$ cat src/rtl/neopixel_pkg.sv
// ============================================================================
// Module   : neopixel_pkg
// Purpose  : Default WS2812 timing constants and the transmitter state enum.
// Revision : 1.0 - initial release
// ============================================================================
`default_nettype none

package neopixel_pkg;

  localparam int c_T_BIT   = 20;
  localparam int c_T0H     = 6;
  localparam int c_T1H     = 13;
  localparam int c_T_LATCH = 1280;

  typedef enum logic [1:0] {
    ST_IDLE  = 2'd0,
    ST_HIGH  = 2'd1,
    ST_LOW   = 2'd2,
    ST_LATCH = 2'd3
  } state_t;

endpackage

`default_nettype wire

$ cat src/rtl/sync_edge.sv
// ============================================================================
// Module   : sync_edge
// Purpose  : Two-flop synchronizer followed by a rising-edge pulse generator.
// Revision : 1.0 - initial release
// ============================================================================
`default_nettype none

module sync_edge (
  input  logic clk,
  input  logic rst_n,
  input  logic i_d,
  output logic o_pulse
);

  logic       r_meta;
  logic       r_sync;
  logic       r_prev;
  logic [1:0] r_fill;

  always_ff @(posedge clk or negedge rst_n) begin
    if (!rst_n) begin
      r_meta <= 1'b0;
      r_sync <= 1'b0;
      r_prev <= 1'b0;
      r_fill <= 2'd0;
    end else begin
      r_meta <= i_d;
      r_sync <= r_meta;
      r_prev <= r_sync;
      if (r_fill != 2'd3) r_fill <= r_fill + 2'd1;
    end
  end

  // Edges are only trusted once the pipe holds real samples, so a level that
  // was already high across reset release does not look like a new edge.
  assign o_pulse = r_sync & ~r_prev & (r_fill == 2'd3);

endmodule

`default_nettype wire

$ cat src/rtl/neopixel_tx.sv
// ============================================================================
// Module   : neopixel_tx
// Purpose  : WS2812 single-wire frame transmitter with end-of-frame latch.
// Revision : 1.0 - initial release
// ============================================================================
`default_nettype none

module neopixel_tx
  import neopixel_pkg::*;
#(
  parameter int NUM_LEDS = 24,
  parameter int T_BIT    = c_T_BIT,
  parameter int T0H      = c_T0H,
  parameter int T1H      = c_T1H,
  parameter int T_LATCH  = c_T_LATCH
) (
  input  logic                    clk_16MHz,
  input  logic                    rst_n,
  input  logic                    start_tx,
  input  logic [24*NUM_LEDS-1:0]  data_in,
  output logic                    dout,
  output logic                    busy
);

  localparam int c_NB   = 24 * NUM_LEDS;
  localparam int c_CMAX = (T_BIT > T_LATCH) ? T_BIT : T_LATCH;
  localparam int c_CW   = $clog2(c_CMAX + 1);
  localparam int c_BW   = $clog2(c_NB + 1);

  localparam logic [c_CW-1:0] c_T0H_M1   = c_CW'(T0H - 1);
  localparam logic [c_CW-1:0] c_T1H_M1   = c_CW'(T1H - 1);
  localparam logic [c_CW-1:0] c_TBIT_M1  = c_CW'(T_BIT - 1);
  localparam logic [c_CW-1:0] c_TLAT_M1  = c_CW'(T_LATCH - 1);
  localparam logic [c_BW-1:0] c_LAST_BIT = c_BW'(c_NB - 1);

  state_t            r_state,  w_state_nx;
  logic [c_CW-1:0]   r_cyc,    w_cyc_nx;
  logic [c_BW-1:0]   r_bit,    w_bit_nx;
  logic [c_NB-1:0]   r_shreg,  w_shreg_nx;
  logic              r_dout;
  logic              r_busy;
  logic              w_start;
  logic [c_CW-1:0]   w_high_m1;

  sync_edge u_sync (
    .clk     (clk_16MHz),
    .rst_n   (rst_n),
    .i_d     (start_tx),
    .o_pulse (w_start)
  );

  assign w_high_m1 = r_shreg[c_NB-1] ? c_T1H_M1 : c_T0H_M1;

  always_comb begin
    w_state_nx = r_state;
    w_cyc_nx   = r_cyc;
    w_bit_nx   = r_bit;
    w_shreg_nx = r_shreg;
    unique case (r_state)
      ST_IDLE: begin
        if (w_start) begin
          w_shreg_nx = data_in;
          w_cyc_nx   = '0;
          w_bit_nx   = '0;
          w_state_nx = ST_HIGH;
        end
      end
      ST_HIGH: begin
        w_cyc_nx = r_cyc + 1'b1;
        if (r_cyc == w_high_m1) w_state_nx = ST_LOW;
      end
      ST_LOW: begin
        if (r_cyc == c_TBIT_M1) begin
          w_cyc_nx = '0;
          if (r_bit == c_LAST_BIT) begin
            w_state_nx = ST_LATCH;
          end else begin
            w_bit_nx   = r_bit + 1'b1;
            w_shreg_nx = {r_shreg[c_NB-2:0], 1'b0};
            w_state_nx = ST_HIGH;
          end
        end else begin
          w_cyc_nx = r_cyc + 1'b1;
        end
      end
      ST_LATCH: begin
        if (r_cyc == c_TLAT_M1) begin
          w_cyc_nx   = '0;
          w_state_nx = ST_IDLE;
        end else begin
          w_cyc_nx = r_cyc + 1'b1;
        end
      end
      default: w_state_nx = ST_IDLE;
    endcase
  end

  // dout trails the state by one register stage so it never sees an input.
  always_ff @(posedge clk_16MHz or negedge rst_n) begin
    if (!rst_n) begin
      r_state <= ST_IDLE;
      r_cyc   <= '0;
      r_bit   <= '0;
      r_shreg <= '0;
      r_dout  <= 1'b0;
      r_busy  <= 1'b0;
    end else begin
      r_state <= w_state_nx;
      r_cyc   <= w_cyc_nx;
      r_bit   <= w_bit_nx;
      r_shreg <= w_shreg_nx;
      r_dout  <= (r_state == ST_HIGH);
      r_busy  <= (w_state_nx != ST_IDLE);
    end
  end

  assign dout = r_dout;
  assign busy = r_busy;

endmodule

`default_nettype wire

$ cat config.mk
export PLATFORM = sky130hd
export DESIGN_NAME = neopixel_tx
export DESIGN_NICKNAME = d
export VERILOG_FILES = /design/src/rtl/neopixel_pkg.sv /design/src/rtl/sync_edge.sv /design/src/rtl/neopixel_tx.sv
export SDC_FILE = /design/constraint.sdc
export NUM_CORES = 2
export LEC_CHECK = 0
export CAP_MARGIN = 20
export CORE_ASPECT_RATIO = 1.5
export CORE_UTILIZATION = 44
export CTS_CLUSTER_SIZE = 16
export DETAILED_ROUTE_END_ITERATION = 10
export GPL_TIMING_DRIVEN = 0
export HOLD_SLACK_MARGIN = 0.03
export PLACE_DENSITY = 0.76
export SYNTH_ARGS = -nofsm -noshare
export SYNTH_HDL_FRONTEND = slang
export SYNTH_SLANG_ARGS = --single-unit
$ cat constraint.sdc
create_clock -name clk_16MHz -period 2.3 [get_ports clk_16MHz]
set_input_delay 0.575 -clock clk_16MHz [delete_from_list [all_inputs] [get_ports clk_16MHz]]
set_output_delay 0.575 -clock clk_16MHz [all_outputs]
set_load 0.05 [all_outputs]
# Yosys cells after proc, flatten, opt, wreduce, memory -nomap -nowiden
# Cells that the tools add are included.
[op_classes]
reduce_logical = 4
n_bitwise = 3
add_sub_neg = 3
n_eq_ne = 12
muxes = 19
[ops]
columns = ["cell", "count"]
rows = [
  ["$mux W576", 3],
  ["$pmux W576 S2", 1],
  ["$pmux W11 S4", 1],
  ["$mux W11", 3],
  ["$mux W10", 3],
  ["$pmux W10 S2", 1],
  ["$add A11 B1 Y11 const B", 1],
  ["$eq A11 B11 Y1 const B", 1],
  ["$eq A11 B4 Y1", 1],
  ["$eq A11 B5 Y1 const B", 1],
  ["$add A10 B1 Y10 const B", 1],
  ["$eq A10 B10 Y1 const B", 1],
  ["$mux W2", 5],
  ["$pmux W2 S4", 1],
  ["$eq A2 B2 Y1 const B", 3],
  ["$ne A2 B2 Y1 const B", 3],
  ["$mux W4", 1],
  ["$reduce_and A4 Y1", 1],
  ["$reduce_bool A2 Y1", 2],
  ["$add A2 B1 Y2 const B", 1],
  ["$and A1 B1 Y1", 2],
  ["$eq A2 B1 Y1 const B", 1],
  ["$logic_not A2 Y1", 1],
  ["$ne A2 B1 Y1 const B", 1],
  ["$not A1 Y1", 1],
]
[totals]
register_bits = 606

# Logic depth before layout (Yosys ltp)
[logic_depth]
word_depth = 6
depth_mapped = 8
depth_no_buf = 5

# Cells and area by module
# Synthesis repeated with hierarchy kept, for this count alone.
[hier_totals]
hier_cells = 2720
area_unflattened_um2 = 28701.3
[by_module_without_submodules]
columns = ["mod", "cells_per_inst", "area_per_inst_um2", "n_inst"]
rows = [
  ["neopixel_tx", 2711, 28529.9, 1],
  ["sync_edge", 9, 171.4, 1],
]

# Least setup slack after synthesis
# No wires, ideal clock.
[synth_timing]
kind = "reg-to-reg"
start = "register r_cyc[0]"
end = "register r_shreg[100]"
setup_slack_ps = 134
t_arrival_ps = 2043
period_less_slack_ps = 2166
t_required_ps = 2177
setup_ps = 123
stages_incl_launch_ff = 9
path_cell_list = "dfrtp_1 -> ha_1 -> and4bb_2 -> nand3_1 -> or4_1 -> buf_4 -> buf_6 -> buf_6 -> o221a_1"
[synth_between]
elab_chain_len = 3
[synth_lines]
columns = ["element", "line_no", "text"]
rows = [
  ["start, declared", "neopixel_tx.sv:37", "logic [c_CW-1:0] r_cyc, w_cyc_nx;"],
  ["start signal, assigned", "neopixel_tx.sv:109", "r_cyc <= w_cyc_nx;"],
  ["$eq A11 B5 Y1", "neopixel_tx.sv:73", "if (r_cyc == c_TBIT_M1) begin"],
  ["$ne A2 B2 Y1 (no line)", "--", ""],
  ["$reduce_and A4 Y1 (no line)", "--", ""],
  ["end signal, assigned", "neopixel_tx.sv:111", "r_shreg <= w_shreg_nx;"],
  ["end, declared", "neopixel_tx.sv:39", "logic [c_NB-1:0] r_shreg, w_shreg_nx;"],
]
# Every way passes these cells.
# A chain may end at the register's enable or synchronous reset.

# Final worst setup path
[layout_timing]
start = "register r_cyc[7]"
end = "register r_shreg[99]"
# Same word-level chain as after synthesis.

==> flow_summary.toml <==
[floorplan]
die_height_um = 308
die_area_mm2 = 0.0634
dieWidth_um = 206
initial_core_util = 0.447
ioPinCount = 581
num_rows = 111
core_mm2 = 0.0614

[sta]
timing.final.max_slew_violations = 0
fin_skew_ps = 31.4
fin_crit_sh = 0.993
setup_viol = 0
worst_slack_ps = 16.5
rsz0062_at_grt = "true"
finalHoldViolCount = 0
fin_setup_tns_ps = 0
worst_pin_slew_ps = 658
period_needed_ps = 2280
whs_ps = 359
fmax_ghz = 0.438
max-slew-margin-rel = 0.561

[routing]
wire_per_inst_um = 21.9
drc = 0
postRouteAntennaNets = 0
dr_total_vias = 20700
first_iter_violations = 1533
drt-total-wl_um = 79300
viasPerCell = 5.70
drt_pass1_iterations = 5

[setup_path]
crit_path_start = "r_cyc[7]"
reg2reg_depth = 7
r2r_start = "r_cyc[7]"
crit_family = "simple AND/OR/NAND/NOR gates"
cp_common_cell = "buf_12"
cp_cell_sequence = "nor4_4 > nand3_1 > or4_4 > buf_12 > buf_12 > buf_6 > o221a_1"
cp_max_fo = 10
worst-path-stages = 7
start_kind = "flop"
crit_required_ps = 2770
crit_arrival_ps = 2750
crit_buf_inv = 3
slowest_delay_ps = 520
cpMaxStageDelayCell = "or4_4"
worstSetupEndpointType = "flop"
path_class = "flop to flop"

[synthesis]
yosys-top-cells-area = "dfrtp_1, o221a_1, nand2b_1, buf_6, o221a_2"
synth_top_cell_by_area = "dfrtp_1"
postSynthAreaPerCell_um2 = 13.1
async_reset_ff_frac = 1.00
ys_ff_latch = 606
netlist_instances = 2100
synth_nets = 2682
synth_edf_count = 0
yosys_warnings = 0
synth_most_common_cell = "dfrtp_1"
yosysSeqAreaShare = 0.553
synthFlopType = "dfrtp_1"
synth_top_area_share = 0.553
yosys-top-cells-count = "dfrtp_1, nand2b_1, o221a_1, clkbuf_1, buf_2"
ys_types = 46
netlist_area_mm2 = 0.0274

[place]
post-place-ws_ps = -1040
io_buffers = 580
gp_congestion = 0.897
hpwl_um = 57600
dpl_cell_area_mm2 = 0.0344

[layout]
syn2layout_area_growth_pct = 34.7
stdcell_area_mm2 = 0.0369
fin_util = 0.602
drive_gt1_frac = 0.133
fill_cells = 4899
fin_nets = 3345

[cts]
cts.sinks = 606
clk_pin_slew_ps = 60
clock_latency_ps = 610
cts_tree = "built"
cts_root_buf = "clkbuf_16"
cts_buffer_depth = 3
htreeDepth = 2
cts_buffers = 58

[pwr]
pwr-share-seq = 0.483
power.density_mw_per_mm2 = 1080
intPower_mw = 28.5
combPwrFrac = 0.268
power_frac_clock = 0.250
power.leakage_nw = 13.0
switching_share = 0.283
p_sw_mw = 11.3
ir_drop_mv = 0.630

[global_routing]
grt_pass1_wl_um = 122000
track_usage = 0.244
grt_pass1_vias = 22200
grt_start_max_net_pins = 129
grt_overflow_total = 0
antenna_found_initial = 29

[status]
status = "complete, no violations"

[worst_hold_path]
holdPathStages = 0
holdCritPathClass = "flop to flop"
worstHoldStart = "u_sync.r_meta"

[flow_run]
max_cap_viol_count = 0
## logic make-up (layout without fill, tap and decap cells)
| family | count (synthesis) | in the layout | synth area share |
|---|---|---|---|
| flip-flops | 606 | 606 | 0.553 |
| AND/OR/NAND/NOR | 668 | 669 | 0.150 |
| AO/OA/AOI/OAI | 602 | 602 | 0.243 |
| XOR/XNOR | 4 | 4 | 0.00128 |
| other | 0 | 25 | 0 |
| adder cells (fa/ha/maj) | 3 | 3 | 0.00137 |
| buffers and inverters | 207 | 911 | 0.0476 |
| multiplexers | 10 | 10 | 0.00369 |
## stage by stage
stage               total power [mW]  cells
finish                          39.8   3621
global route                    41.9   3616
CTS                             39.8   3590
detailed placement              29.5   3476
global placement                28.9   3471
floorplan                       25.7   2100
## power groups by stage
stage	clock network (mW)	logic, mW	registers, mW
floorplan	0	7.65	18.1
global placement	0	9.84	19.0
detailed placement	0	10.3	19.1
CTS	10.1	10.6	19.1
global route	10.5	11.6	19.8
finish	9.93	10.7	19.2
## metal layers
metal	vias up	global-route usage	wire (um)
met5	-	0	79
li1	9403	-	-
met2	646	0.425	40200
met4	12	0.101	2740
met3	152	0.0607	5500
met1	10400	0.284	30800
## cells in the final DEF, fill, tap and decap left out, types with 3 or more instances in the layout
cell type        instances
clkbuf_8                20
nor4_1                   9
o21ai_0                  7
o221a_1                528
nand2_1                 28
o221a_2                 47
o221ai_1                 5
xnor2_1                  3
and2_1                   7
diode_2                 25
inv_1                    8
clkbuf_2                56
nand4_1                  6
clkdlybuf4s50_1        577
clkbuf_16               59
nand3_1                  7
nand2b_1               583
dfrtp_1                601
nor3_1                   3
buf_4                   31
nor3b_1                  3
nor2_1                   3
buf_12                   5
bufinv_16                5
dfrtp_2                  5
buf_2                   24
buf_8                    4
clkinv_2                 4
a21oi_1                  3
clkbuf_4                30
buf_16                   6
buf_6                   57
clkbuf_1                19
mux2i_1                  9
## repair_timing
action	4_1_cts	5_1_grt
gates cloned	1	2
resized for setup	108	59
setup endpoints to repair	588	645
pin swaps	4	12
hold buffers	2	0
buffers inserted	10	5
hold endpoints to repair	51	0
## cell type report
type | instances | area, um^2 | area share
Antenna cell | 25 | 62.6 | 0.00169
Inverter | 8 | 30.0 | 0.000813
Buffer | 197 | 1550 | 0.0420
Clock buffer | 90 | 1770 | 0.0480
Timing Repair Buffer | 604 | 6130 | 0.166
Multi-Input combinational cell | 1288 | 11000 | 0.299
Clock inverter | 12 | 201 | 0.00545
Tap cell | 791 | 990 | 0.0268
Sequential cell | 606 | 15200 | 0.411
## state kept, by name, indices dropped and copies added (netlist names)
register / flops
r_bit: 10
r_state: 2
u_sync.r_prev: 1
r_cyc: 11
dout: 1
busy: 1
u_sync.r_fill: 2
u_sync.r_sync: 1
u_sync.r_meta: 1
r_shreg: 576
## final timing paths
path / end / slack, ps
max: r_shreg[99] / 20
max in group asynchronous: r_shreg[370] / 370
min: u_sync.r_sync / 360
min reg2reg: u_sync.r_sync / 360
max reg2reg: r_shreg[99] / 20
min in group asynchronous: r_shreg[26] / 620
(Power assumes the default switching activity.)
